==> config.mk <==
export PLATFORM = sky130hd
export DESIGN_NAME = cdb_rr_arbiter
export DESIGN_NICKNAME = d
export VERILOG_FILES = /design/src/rtl/cdb_rr_arbiter_pkg.sv /design/src/rtl/cdb_rr_arbiter_rr_pick.sv /design/src/rtl/cdb_rr_arbiter.sv
export SDC_FILE = /design/constraint.sdc
export NUM_CORES = 1
export LEC_CHECK = 0
export ABC_AREA = 1
export CORE_UTILIZATION = 41
export DETAILED_ROUTE_END_ITERATION = 6
export PLACE_DENSITY_LB_ADDON = 0.25
export REMOVE_ABC_BUFFERS = 1
export SLEW_MARGIN = 20
export SYNTH_ARGS = -nofsm -noshare
export SYNTH_HDL_FRONTEND = slang
export SYNTH_SLANG_ARGS = --single-unit
==> constraint.sdc <==
create_clock -name clock -period 3.9 [get_ports clock]
set_input_delay 0.585 -clock clock [delete_from_list [all_inputs] [get_ports clock]]
set_output_delay 0.585 -clock clock [all_outputs]
set_load 0.03 [all_outputs]
==> src/rtl/cdb_rr_arbiter_pkg.sv <==
// Shared system definitions for the CDB arbiter slice: FU completion packets,
// the ack bundle returned to the FUs, and the broadcast packet on the CDB.
package cdb_rr_arbiter_pkg;

    localparam int NUM_FU    = 4;
    localparam int XLEN      = 32;
    localparam int ROB_TAG_W = 5;

    typedef logic [ROB_TAG_W-1:0] ROB_TAG;

    // One FU's completion: done stays high with tag/value stable until acked
    typedef struct packed {
        logic             done;
        ROB_TAG           rob_tag;
        logic [XLEN-1:0]  v;
    } FU_OUT_PACKET;

    typedef struct packed {
        FU_OUT_PACKET [NUM_FU-1:0] fu_out_packets;
    } EX_CDB_PACKET;

    typedef struct packed {
        logic [NUM_FU-1:0] ack;
    } CDB_EX_PACKET;

    typedef struct packed {
        logic             valid;
        ROB_TAG           rob_tag;
        logic [XLEN-1:0]  v;
    } CDB_PACKET;

    // Pointer width that stays at least one bit even for a single requester
    function automatic int ptrWidth(input int n);
        return (n > 1) ? $clog2(n) : 1;
    endfunction

endpackage

==> src/rtl/cdb_rr_arbiter_rr_pick.sv <==
// Combinational rotating-priority picker. The request vector is doubled so a
// single linear scan starting at the pointer naturally wraps past the top index.
module cdb_rr_arbiter_rr_pick #(
    parameter int N_FU  = 4,
    parameter int PTR_W = 2
) (
    input  logic [N_FU-1:0]  i_req,
    input  logic [PTR_W-1:0] i_ptr,
    output logic [N_FU-1:0]  o_gnt,
    output logic [PTR_W-1:0] o_win,
    output logic             o_any
);

    logic [2*N_FU-1:0] w_reqDouble;
    logic              w_found;

    // First set bit at or above the pointer in the doubled vector is the winner
    always_comb begin
        w_reqDouble = {i_req, i_req};
        w_found     = 1'b0;
        o_win       = '0;
        o_gnt       = '0;
        for (int k = 0; k < 2 * N_FU; k++) begin
            if (!w_found && (k >= int'(i_ptr)) && w_reqDouble[k]) begin
                w_found = 1'b1;
                o_win   = PTR_W'(k % N_FU);
            end
        end
        o_any = w_found;
        if (w_found) begin
            o_gnt[o_win] = 1'b1;
        end
    end

endmodule

==> src/rtl/cdb_rr_arbiter.sv <==
// Round-robin CDB arbiter: acks one completing FU per cycle and broadcasts its
// tag and value in the same cycle. Keeps the rotating pointer plus per-FU wait
// counters and a total broadcast counter for debug visibility.
module cdb_rr_arbiter
    import cdb_rr_arbiter_pkg::*;
#(
    parameter int N_FU   = NUM_FU,
    parameter int WAIT_W = 4
) (
    input  logic                         clock,
    input  logic                         reset,
    input  EX_CDB_PACKET                 ex_cdb_packet,
    output CDB_EX_PACKET                 cdb_ex_packet,
    output CDB_PACKET                    cdb_packet,
    output logic [N_FU-1:0][WAIT_W-1:0]  wait_cnt,
    output logic [31:0]                  grant_cnt
);

    localparam int                PTR_W    = ptrWidth(N_FU);
    localparam logic [PTR_W-1:0]  LAST_IDX = PTR_W'(N_FU - 1);
    localparam logic [WAIT_W-1:0] WAIT_MAX = '1;

    logic [PTR_W-1:0]             r_ptr;
    logic [N_FU-1:0][WAIT_W-1:0]  r_waitCnt;
    logic [31:0]                  r_grantCnt;

    logic [N_FU-1:0]              w_req;
    logic [N_FU-1:0]              w_gnt;
    logic [PTR_W-1:0]             w_win;
    logic                         w_any;

    // Request vector; held at zero during reset so nothing is acked or broadcast
    always_comb begin
        w_req = '0;
        for (int i = 0; i < N_FU; i++) begin
            w_req[i] = ex_cdb_packet.fu_out_packets[i].done & ~reset;
        end
    end

    cdb_rr_arbiter_rr_pick #(
        .N_FU  (N_FU),
        .PTR_W (PTR_W)
    ) u_pick (
        .i_req (w_req),
        .i_ptr (r_ptr),
        .o_gnt (w_gnt),
        .o_win (w_win),
        .o_any (w_any)
    );

    // Ack the winner and mux its tag/value onto the bus; all zero with no winner
    always_comb begin
        cdb_ex_packet     = '0;
        cdb_ex_packet.ack = w_gnt;
        cdb_packet        = '0;
        for (int i = 0; i < N_FU; i++) begin
            if (w_gnt[i]) begin
                cdb_packet.rob_tag = ex_cdb_packet.fu_out_packets[i].rob_tag;
                cdb_packet.v       = ex_cdb_packet.fu_out_packets[i].v;
            end
        end
        cdb_packet.valid = w_any;
    end

    // Rotate priority past the winner and count broadcasts
    always_ff @(posedge clock) begin
        if (reset) begin
            r_ptr      <= '0;
            r_grantCnt <= '0;
        end else if (w_any) begin
            r_ptr      <= (w_win == LAST_IDX) ? '0 : w_win + PTR_W'(1);
            r_grantCnt <= r_grantCnt + 32'd1;
        end
    end

    // Per-FU stall counters: grow while requesting without ack, clear otherwise
    always_ff @(posedge clock) begin
        if (reset) begin
            r_waitCnt <= '0;
        end else begin
            for (int i = 0; i < N_FU; i++) begin
                if (w_req[i] & ~w_gnt[i]) begin
                    if (r_waitCnt[i] != WAIT_MAX) begin
                        r_waitCnt[i] <= r_waitCnt[i] + WAIT_W'(1);
                    end
                end else begin
                    r_waitCnt[i] <= '0;
                end
            end
        end
    end

    assign wait_cnt  = r_waitCnt;
    assign grant_cnt = r_grantCnt;

endmodule

==> flow_summary.json <==
{
  "status": "completed",
  "synth_top_area_share_pct": 21.1,
  "tightest_slew_ns": 0.901,
  "cts_buffers": 5,
  "ant_nets": 0,
  "worst_setup_path_end_kind": "primary output",
  "vdd_drop_max_uv": 288,
  "ys_top_cells_by_area": "dfxtp_1, nand2_1, nand3_1",
  "avgRoutedWirePerCell_um": 13.8,
  "period_needed_ns": 3.67,
  "grt_use_met1_pct": 32.7,
  "synth_xor_area_share_pct": 2.77,
  "postSynthCellCount": 880,
  "die_h_um": 110,
  "drt_iter0_markers": 382,
  "clkTransAtPathRegs_ns": 0.06,
  "cts-root-buf": "clkbuf_16",
  "p_int_w": 0.00132,
  "switchingPower_w": 0.000915,
  "final_common_cell": "nand2_1",
  "setup_violations": 0,
  "ys_warn_count": 0,
  "worst-setup-path-type": "primary input to primary output",
  "synth_top_family_by_area": "simple AND/OR/NAND/NOR gates",
  "finalCritPeriodShare_pct": 94.2,
  "ctsHoldBuffers": 0,
  "synth_edf_count": 0,
  "cts_tree": "built",
  "fmax_mhz": 272,
  "port-buffer-count": 243,
  "synth_top_cell_by_area": "dfxtp_1",
  "grt_max_degree": 47,
  "crit_fanout": 22,
  "slew_headroom_pct": 39.4,
  "cap_violations": 0,
  "yosys.area_share.adder_pct": 2.38,
  "start_util_pct": 43.0,
  "grt_use_total_pct": 28.9,
  "synth_cell_types": 30,
  "start_kind": "primary input",
  "dp_hpwl_um": 13500,
  "regArea_um2": 1000,
  "arrival_ns": 3.09,
  "layout_common_cells": "nand2_1, clkdlybuf4s50_1, nand3_1",
  "fp.dieW_um": 110,
  "first_pass_iters": 6,
  "switching_share_pct": 41.0,
  "fin_cells": 1243,
  "grt_setup_unrepaired": "false",
  "pwr-share-seq_pct": 24.1,
  "htreeDepth": 2,
  "cts_buffer_depth": 2,
  "fp.dieArea_um2": 12000,
  "grt_pass1_vias": 5651,
  "cp.required_ns": 3.31,
  "yosys_register_bits": 50,
  "ys.flop_type": "dfxtp_1",
  "row_count": 38,
  "busiest_layer": "met2",
  "post_cts_buffers": 0,
  "io_pins": 244,
  "slew_viol_final": 0,
  "antenna_found_initial": 1,
  "cts_sinks": 50,
  "core_um2": 11000,
  "synth_compound_area_share_pct": 9.77,
  "synth_area_um2": 4740,
  "worst_slack_ns": 0.227,
  "synthSimpleGateAreaFrac_pct": 49.4,
  "drcViolationCount": 0,
  "final-hold-violation-count": 0,
  "multiInputGateArea_um2": 3060,
  "grt_util_met3_pct": 6.28,
  "ys_seq_area_share_pct": 21.1,
  "pwr-share-clk_pct": 18.9,
  "post-place-ws_ns": -0.103,
  "syn2layout_area_growth_pct": 58.9,
  "combPwrFrac_pct": 56.9,
  "use_met2_pct": 52.7,
  "power.density_nw_per_um2": 296,
  "nNetsFinal": 1265,
  "viasPerCell": 4.94,
  "routabilityCongestion": 0.923,
  "syn_area_per_cell_um2": 5.39,
  "clk_latency_ns": 0.29,
  "power.leakage_nw": 3.46,
  "drive_gt1_share_pct": 7.53,
  "placed_cells": 1235,
  "n_fill_cell": 1029,
  "synth.area.mux_share_pct": 0,
  "synth_async_sr_flop_share_pct": 0,
  "skew_ns": 0.00499,
  "holdWs_ns": 0.485,
  "vias": 6135,
  "min_path_type": "flip-flop to flip-flop",
  "grt-ovfl-total": 0,
  "wl_um": 17200,
  "grt_pass1_wl_um": 27100
}
## power groups by stage
stage          Sequential (W)  Clock (W)  Combinational [W]
2_1_floorplan        0.000564          0           0.000641
3_3_place_gp         0.000550          0            0.00126
3_5_place_dp         0.000550          0            0.00127
4_1_cts              0.000538   0.000431            0.00127
5_1_grt              0.000540   0.000456            0.00138
6_report             0.000539   0.000423            0.00127
## stage by stage
step	util (%)	TNS [ns]	area [um^2]	power (W)
4_1_cts	68.2	0	7520	0.00224
5_1_grt	68.3	0	7530	0.00237
3_5_place_dp	66.9	-1.21	7380	0.00182
3_3_place_gp	66.9	-0.0597	7380	0.00181
2_1_floorplan	-	-28.65	4490	0.00120
6_report	68.3	0	7530	0.00223
## repair_timing
| item | CTS | global route |
|---|---|---|
| setup endpoints to repair | 35 | 18 |
| gates resized for setup | 1 | 3 |
| gates cloned | 0 | 0 |
## synth_stat cells (all sizes together) (3+ instances only)
cell / number
a21oi: 76
nand4: 11
clkbuf: 21
or2: 3
xnor2: 6
o21ai: 12
nor3: 14
nand2: 252
nand3: 133
ha: 9
xor2: 9
inv: 117
nand3b: 9
buf: 30
dfxtp: 50
nor2: 121
## state kept, by name, summed over array words and instances, names as in the netlist
signal	flops
wait_cnt	16
grant_cnt	32
r_ptr	2
## final cells by class
| cell class | instances | share of cell area (%) |
|---|---|---|
| multi-input combinational | 662 | 40.6 |
| inverter | 117 | 5.83 |
| clock inverter | 2 | 0.199 |
| clock buffer | 5 | 1.66 |
| tap | 140 | 2.33 |
| antenna | 1 | 0.0332 |
| sequential | 50 | 13.3 |
| timing repair buffer | 266 | 36.0 |
## worst max-delay path: stages
cell	delay, ns
clkdlybuf4s50_1	0.44
nand2_1	0.12
nand2_1	0.12
nor3_2	0.21
nand2_1	0.06
o21ai_0	0.22
inv_1	0.11
ha_2	0.28
buf_12	0.19
nor2_1	0.10
nand3_1	0.08
nand2_1	0.07
nand2_1	0.05
a21oi_1	0.23
buf_4	0.21
## layer usage
layer | share of wire (%) | wire length [um]
met1 | 40 | 6780
met2 | 52 | 8860
met3 | 6.2 | 1070
met4 | 2.6 | 449
met5 | 0 | 0
## final timing paths
check | from | endpoint | slack, ns | cells after the start
setup / recovery | ex_cdb_packet[151] | cdb_packet[34] | 0.23 | 15
hold reg to reg | grant_cnt[4] | grant_cnt[4] | 0.49 | 2
setup reg to reg | r_ptr[0] | grant_cnt[16] | 1.66 | 10
hold / removal | grant_cnt[4] | grant_cnt[4] | 0.49 | 2
## kinds of logic (layout without fill, tap and decap cells)
group                    Yosys count  after routing
AND/OR/NAND/NOR                  547            547
buffers and inverters            168            390
AO/OA/AOI/OAI                     91             91
flip-flops                        50             50
XOR/XNOR                          15             15
adder cells (fa/ha/maj)            9              9
other                              0              1
Power figures use the tool's default switching activity.
